File: config.mk
export PLATFORM = sky130hd
export DESIGN_NAME = smi_rx_arbiter
export DESIGN_NICKNAME = d
export VERILOG_FILES = /design/src/rtl/smi_rx_arbiter.sv
export SDC_FILE = /design/constraint.sdc
export NUM_CORES = 1
export LEC_CHECK = 0
export CAP_MARGIN = 0
export CORE_ASPECT_RATIO = 0.7
export CORE_MARGIN = 2
export CORE_UTILIZATION = 25
export CTS_BUF_LIST = sky130_fd_sc_hd__clkbuf_4 sky130_fd_sc_hd__clkbuf_8 sky130_fd_sc_hd__clkbuf_16
export CTS_CLUSTER_DIAMETER = 80
export DETAILED_ROUTE_END_ITERATION = 6
export PLACE_DENSITY = 0.5
export SLEW_MARGIN = 5
export SYNTH_ARGS = -nofsm -noshare
export SYNTH_HDL_FRONTEND = slang
export SYNTH_SLANG_ARGS = --single-unit
File: constraint.sdc
create_clock -name i_sys_clk -period 5.2 [get_ports i_sys_clk]
set_input_delay 1.04 -clock i_sys_clk [delete_from_list [all_inputs] [get_ports i_sys_clk]]
set_output_delay 1.04 -clock i_sys_clk [all_outputs]
set_load 0.005 [all_outputs]
File: src/rtl/smi_rx_arbiter.sv
// Purpose: shares one RX FIFO write port between two sample channels; round-robin grants in bursts of up to BURST_LEN words.
// Latency: strobe to hold register 1 cycle; push in the next cycle if the channel is granted, one more cycle from IDLE.
// Backpressure: i_fifo_full stalls the current grant in place; a word arriving at a full, unconsumed hold is dropped and counted.
module smi_rx_arbiter #(
  parameter int unsigned BURST_LEN  = 4,
  parameter int unsigned DROP_CNT_W = 16
) (
  input  logic                  i_sys_clk,
  input  logic                  i_rst_b,
  input  logic [1:0]            i_en,
  input  logic                  i_ch0_valid,
  input  logic [31:0]           i_ch0_data,
  input  logic                  i_ch1_valid,
  input  logic [31:0]           i_ch1_data,
  output logic                  o_fifo_push,
  output logic [31:0]           o_fifo_data,
  input  logic                  i_fifo_full,
  output logic                  o_active_ch,
  output logic [DROP_CNT_W-1:0] o_drop_cnt0,
  output logic [DROP_CNT_W-1:0] o_drop_cnt1,
  input  logic                  i_drop_clr,
  output logic [1:0]            o_state
);

  typedef enum logic [1:0] {
    ST_IDLE   = 2'b00,
    ST_SERVE0 = 2'b01,
    ST_SERVE1 = 2'b10
  } state_e;

  // Burst counter value at which the next push completes the burst.
  localparam logic [7:0] BURST_LAST = 8'(BURST_LEN - 1);

  state_e                state_q, state_d;
  logic                  active_q, active_d;
  logic [7:0]            burst_q, burst_d;
  logic [1:0]            hold_v_q, hold_v_d;
  logic [31:0]           hold_dat0_q, hold_dat1_q;
  logic [DROP_CNT_W-1:0] drop_cnt0_q, drop_cnt1_q;

  logic push0, push1, ld0, ld1, drop0, drop1;
  logic cur, push_cur, exit_srv, grant, grant_ch;

  // Push, load and drop decisions; a push frees the hold for a same-cycle load.
  always_comb begin
    push0 = (state_q == ST_SERVE0) & hold_v_q[0] & ~i_fifo_full;
    push1 = (state_q == ST_SERVE1) & hold_v_q[1] & ~i_fifo_full;
    ld0   = i_ch0_valid & i_en[0] & (~hold_v_q[0] | push0);
    ld1   = i_ch1_valid & i_en[1] & (~hold_v_q[1] | push1);
    drop0 = i_ch0_valid & i_en[0] & ~ld0;
    drop1 = i_ch1_valid & i_en[1] & ~ld1;
  end

  // Next hold-valid flags; a disabled channel empties its hold on the following edge.
  always_comb begin
    hold_v_d = hold_v_q;
    if (!i_en[0])   hold_v_d[0] = 1'b0;
    else if (ld0)   hold_v_d[0] = 1'b1;
    else if (push0) hold_v_d[0] = 1'b0;
    if (!i_en[1])   hold_v_d[1] = 1'b0;
    else if (ld1)   hold_v_d[1] = 1'b1;
    else if (push1) hold_v_d[1] = 1'b0;
  end

  // Grant FSM; exit decisions look at next-cycle hold state so a switch costs no idle cycle.
  always_comb begin
    state_d  = state_q;
    active_d = active_q;
    burst_d  = burst_q;
    grant    = 1'b0;
    grant_ch = 1'b0;
    exit_srv = 1'b0;
    cur      = (state_q == ST_SERVE1);
    push_cur = push0 | push1;
    case (state_q)
      ST_IDLE: begin
        if (hold_v_q == 2'b11) begin
          grant    = 1'b1;
          grant_ch = ~active_q;
        end else if (hold_v_q[0]) begin
          grant    = 1'b1;
          grant_ch = 1'b0;
        end else if (hold_v_q[1]) begin
          grant    = 1'b1;
          grant_ch = 1'b1;
        end
      end
      ST_SERVE0, ST_SERVE1: begin
        exit_srv = (push_cur && (burst_q == BURST_LAST)) ||
                   (!hold_v_q[cur] && hold_v_q[!cur]) ||
                   !i_en[cur];
        if (exit_srv) begin
          if (hold_v_d[!cur]) begin
            grant    = 1'b1;
            grant_ch = !cur;
          end else if (hold_v_d[cur]) begin
            grant    = 1'b1;
            grant_ch = cur;
          end else begin
            state_d = ST_IDLE;
          end
        end else if (push_cur) begin
          burst_d = burst_q + 8'd1;
        end
      end
      default: state_d = ST_IDLE;
    endcase
    if (grant) begin
      state_d  = grant_ch ? ST_SERVE1 : ST_SERVE0;
      active_d = grant_ch;
      burst_d  = '0;
    end
  end

  // FSM, round-robin pointer and burst counter registers.
  always_ff @(posedge i_sys_clk or negedge i_rst_b) begin
    if (!i_rst_b) begin
      state_q  <= ST_IDLE;
      active_q <= 1'b1;
      burst_q  <= '0;
    end else begin
      state_q  <= state_d;
      active_q <= active_d;
      burst_q  <= burst_d;
    end
  end

  // Per-channel holding registers.
  always_ff @(posedge i_sys_clk or negedge i_rst_b) begin
    if (!i_rst_b) begin
      hold_v_q    <= '0;
      hold_dat0_q <= '0;
      hold_dat1_q <= '0;
    end else begin
      hold_v_q <= hold_v_d;
      if (ld0) hold_dat0_q <= i_ch0_data;
      if (ld1) hold_dat1_q <= i_ch1_data;
    end
  end

  // Saturating drop counters; clear takes priority over an increment.
  always_ff @(posedge i_sys_clk or negedge i_rst_b) begin
    if (!i_rst_b) begin
      drop_cnt0_q <= '0;
      drop_cnt1_q <= '0;
    end else if (i_drop_clr) begin
      drop_cnt0_q <= '0;
      drop_cnt1_q <= '0;
    end else begin
      if (drop0 && !(&drop_cnt0_q)) drop_cnt0_q <= drop_cnt0_q + 1'b1;
      if (drop1 && !(&drop_cnt1_q)) drop_cnt1_q <= drop_cnt1_q + 1'b1;
    end
  end

  // FIFO write data follows the granted channel's hold; zero when idle.
  always_comb begin
    o_fifo_data = '0;
    case (state_q)
      ST_SERVE0: o_fifo_data = hold_dat0_q;
      ST_SERVE1: o_fifo_data = hold_dat1_q;
      default:   o_fifo_data = '0;
    endcase
  end

  assign o_fifo_push = push0 | push1;
  assign o_active_ch = active_q;
  assign o_drop_cnt0 = drop_cnt0_q;
  assign o_drop_cnt1 = drop_cnt1_q;
  assign o_state     = state_q;

endmodule
Yosys cells after proc, flatten, opt, wreduce, memory -nomap -nowiden --
Index checks and enable logic that the tools add are counted.
Word-level totals: flip-flop bits (word level) 109, input bits 72, logic and storage cells 106
Operators by class: add/subtract/negate cells 3, $lt $le $gt $ge 2, eq/ne operators 9, multiplexer cells 44, bitwise gates (word level) 19, reduce and logical (&&, ||, !) cells 21
Operators with widths (count):
- 16-bit two-way mux | 4
- 32-bit one-hot mux with 2 select lines | 1
- 16-bit by 1-bit adder with 16-bit output, second input constant | 2
- 8-bit two-way mux | 4
- 16-bit AND reduction | 2
- 1-bit two-way mux | 27
- 1-bit AND | 10
- 2-bit two-way mux | 5
- 3-bit inequality test, second input constant | 3
- 8-bit by 1-bit adder with 8-bit output, second input constant | 1
- 8-bit by 2-bit == test with 1-bit output, second input constant | 1
- 2-bit nonzero test | 4
- 1-bit NOT | 6
- 1-bit zero test | 5
- 2-bit == test, second input constant | 2
- 1-bit logical AND | 4
- 1-bit by 2-bit less-than comparator with 1-bit output, second input constant | 2
- 2-bit inequality test, second input constant | 2
- 1-bit one-hot mux with 2 select lines | 2
- 2-bit one-hot mux with 2 select lines | 1
- 4-bit AND reduction | 1
- 1-bit OR | 3
- 3-bit AND reduction | 1
- 2-bit by 1-bit == test with 1-bit output, second input constant | 1
- 3 further kinds | 4

Longest topological paths before layout --
depth in word-level cells 15, mapped depth 9

Worst setup path after synthesis --
Ideal clock, no wire load.
path kind register to output, start point reg state_q[0], in the netlist o_state[0], end point out o_fifo_data[0], arrival 1.314 ns, data required time 4.160 ns, slack 2.846 ns, cell stages (with the launch flop) 7, cells stage by stage dfrtp_1 > inv_1 > ha_1 > buf_4 > clkbuf_1 > a22oi_1 > nor2_1
On the way: word-level cells in the longest chain between the ends 2, elaborated cells on any way between the ends 3, classes of those cells eq/ne: 2; mux: 1
RTL lines:
- from (decl) | RTL line 34 | state_e state_q, state_d;
- from (signal assigned) | RTL line 122 | state_q <= state_d;
- 2-bit == test or 2-bit by 1-bit == test with 1-bit output (tied branches) | RTL line 158 | case (state_q)
- 32-bit one-hot mux with 2 select lines (*) | RTL line 158
- to (decl) | RTL line 16 | output logic [31:0] o_fifo_data,
Every way passes the cells marked *; elsewhere a longest branch is shown, timed or not.

Final worst setup path --
start point reg state_q[0], in the netlist o_state[0], end point out o_fifo_data[6]
The elaborated chain is that of the path after synthesis.

==> results <==
- The run finished with clean final reports.
- The global-route usage over all layers is 13.6%.
- The clock input transition at the sequential cells of the worst setup and hold paths is 0.08 ns.
- The top cell types in the final layout, fill and taps aside, are 138 x clkdlybuf4s50_1, 108 x dfrtp_1, 71 x nor2_1.
- The maximum clock skew at final layout is 0.00732 ns.
- The top fanout value on the critical path is 32.
- 0 antenna diodes ended up in the layout.
- The final weighted congestion in routability-driven placement is 0.769.
- Timing would allow up to 283 MHz.
- The leading area contributor after synthesis is dfrtp_1.
- The required time of the critical path is 4.16 ns.
- The number of synthesized flops with an enable pin is 0.
- Of the cells placed in the final design, the portion with a size suffix greater than 1 is 17.9%.
- The number of pins with negative max-slew slack in the final report is 0.
- In the final routed layout, each cell accounts on average for 17.4 um.
- Setup violations remaining at the end of the flow were counted as 0.
- The worst hold path was traced through 2 stages.
- The number of cells on the worst reg-to-reg path is 7.
- The die covers 0.0228 mm2.
- The global route total overflow is 0.
- The setup slack of the critical path after layout is 1.67 ns.
- The min-delay analysis places its worst path in the category register to register.
- Power spread over the standard cell area amounts to 380 mW/mm2.
- The number of clock sinks is 109.
- For hold timing, the worst endpoint is o_active_ch.
- Dividing the detail-routed via count by the number of cells gives 4.73.
- The measured slew at the worst slew-check pin is 0.853 ns.
- The net count of the finished layout is 694.
- The sum of negative setup slack is 0 ns.
- Summing every instance area after synthesis gives 0.00539 mm2.
- The final period demand of the worst path is 3.53 ns.
- The worst register-to-register path has a setup slack of 2.63 ns.
- The number of buffers inserted by hold repair at cts is 0.
- The placed wire-length estimate is 11000 um.
- The number of storage elements in the synthesis netlist is 109.
- Averaged over all synthesized cells, the footprint is 11.2 um2.
- The top-level port count is 140.
- The leading cell type in the layout, fill and taps excluded is clkdlybuf4s50_1.
- The cell count after synthesis is 483.
- The net count of the mapped netlist is 562.
- The total number of vias is 4234.
- The endpoint kind of the worst setup timing path is an output port.
- After clock tree synthesis, the repair step resized 0 gates.
- The startpoint of the worst register-to-register path is o_state[0].
- Summing the sequential cell areas from Yosys gives 50.6% of the chip area.
- The largest buffer count on any clock path is 2.
- After detailed routing, the total wire length is 15600 um.
- The peak ir drop on the vdd network is 0.000184 V.
- The initial antenna violation count is 0.
- The floorplan die width is 179 um.
- The placed standard-cell area is 0.00709 mm2.
- The starting DRC count in detailed routing is 256.
- Buffers placed on the I/O ports in this run total 139.
- Post-CTS timing repair inserted 0 buffers for setup.
- The final number of hold-violating endpoints is 0.
- The global-route wire length before repair is 24400 um.
- The number of H-tree branching levels is 3.
- The total power is 2.81 mW.
- The endpoint identified for the worst register-to-register timing path is burst_q[7].
- The synthesized design devotes to its leading area cell type 50.2% of total area.
- The leakage power figure is 2.80 nW.
- Of the available clock period, the critical path in the final layout requires 68.0%.
- The core area is 0.0209 mm2.
- The floorplan has 44 rows.
- By area the synthesized netlist is led by dfrtp_1 50%, mux2_2 14%, nor2_1 4.9%.
- The number of buffers inserted during clock tree synthesis is 9.
- The placement-stage worst setup slack is 1.79 ns.
- After routing the design area is 0.00738 mm2.
- Across the run, the number of max-cap violations was 0.
- The synthesized netlist contains 50 unique library cells.
- For this run, the leading register cell type out of synthesis is dfrtp_1.
- The clock reaches the later pin of the worst-skew pair after 0.35 ns.
- The total number of yosys warnings is 0.
- After detailed routing, the number of remaining DRC violations is 0.
- For this run, the detailed router's first-pass iteration total came to 4.
- Measured against its own limit, the worst slew margin works out to 43.0%.
- The number of global-route vias before repair is 4263.
- The die height is 127 um.
- STA classifies the critical path startpoint as a register.
- The path type of the worst setup path is register to output port.
- The initial utilization of the core area, before any placement, comes to 25.8%.
- The async set or reset register ratio after synthesis is 100%.
- Setup repair after global routing left no endpoint under its margin.
- The TritonCTS clock tree is built.
- Data arrives at the worst endpoint at 2.49 ns.
- From synthesis to final layout, the design area changed by 37.0%.
- The worst hold path begins at o_active_ch.
- The number of routed nets with antenna violations is 0.
- The maximum number of pins on one net before global-route repair is 62.
- The clock tree root buffer cell is clkbuf_16.
[cell usage after synthesis (2+ instances only)]
cell type,n
a22oi_1,33
inv_2,2
and2_1,3
nor4b_1,2
a21oi_1,12
o21ai_0,7
or3_1,6
a31o_2,4
nor4_1,9
buf_2,10
nand2_1,12
clkbuf_1,15
mux2i_1,6
xnor2_1,26
o31ai_1,2
and3_1,3
mux2_2,66
and4_1,5
nand2b_1,5
inv_1,10
a2111oi_4,2
nor2_1,71
a211o_1,2
nand4_1,8
dfrtp_1,108
ha_1,7
nor3_1,4
nand3_1,13
a211oi_1,9
[cell families after synthesis]
| logic type | share of synthesized area, % |
|---|---|
| AND/OR/NAND/NOR | 13.7 |
| flip-flops | 50.6 |
| AO/OA/AOI/OAI | 11.9 |
| multiplexers | 14.9 |
| buffers and inverters | 2.95 |
| XOR/XNOR | 4.23 |
| adder cells (fa/ha/maj) | 1.63 |
[state kept, by name, summed over array words and instances (netlist names)]
| signal | cells |
|---|---|
| hold_dat1_q | 32 |
| hold_v_q | 2 |
| o_active_ch | 1 |
| o_state | 2 |
| burst_q | 8 |
| o_drop_cnt1 | 16 |
| o_drop_cnt0 | 16 |
| hold_dat0_q | 32 |
[layout make-up]
class / count / area [um2]
sequential: 109 / 2730
fill: 2076 / 13500
clock buffer: 10 / 233
multi-input combinational: 336 / 2520
timing repair buffer: 147 / 1450
tap: 276 / 345
inverter: 12 / 45.0
clock inverter: 6 / 56.3
[metrics by stage]
stage	cells	utilization, %	hold slack (ns)
3_3_place_gp	880	33.9	0.490
4_1_cts	896	35.3	0.514
3_5_place_dp	880	33.9	0.497
5_1_grt	896	35.3	0.523
2_1_floorplan	483	-	0.475
6_report	896	35.3	0.508
[per-layer routing]
metal / wire length [um] / GRT usage (%)
met2: 7180 / 21.3
met4: 181 / 3.20
met1: 7610 / 19.0
met5: 0 / 0
met3: 638 / 3.33
[worst max-delay path: stages, from the launching register on]
cell and delay (ns):
dfrtp_1 0.45, inv_1 0.11, ha_1 0.30, buf_4 0.43, a22oi_1 0.16, nor2_1 0.15
clkdlybuf4s50_1 0.52
[worst max path at each step]
| stage | from | slack (ns) | depth (start not counted) | end |
|---|---|---|---|---|
| 2_1_floorplan | o_state[0] | 2.85 | 6 | o_fifo_data[0] |
| 3_3_place_gp | i_fifo_full | 1.84 | 5 | hold_dat0_q[11] |
| 3_5_place_dp | i_fifo_full | 1.79 | 5 | hold_dat0_q[9] |
| 4_1_cts | o_state[0] | 1.65 | 6 | o_fifo_data[20] |
| 5_1_grt | o_state[0] | 1.46 | 6 | o_fifo_data[6] |
| 6_report | o_state[0] | 1.67 | 6 | o_fifo_data[6] |
[power breakdown]
part	total (mW)	switching (mW)	internal [mW]
combinational	1.04	0.518	0.524
clock	0.693	0.351	0.342
sequential	1.07	0.0832	0.988
Power figures use the tool's default switching activity.
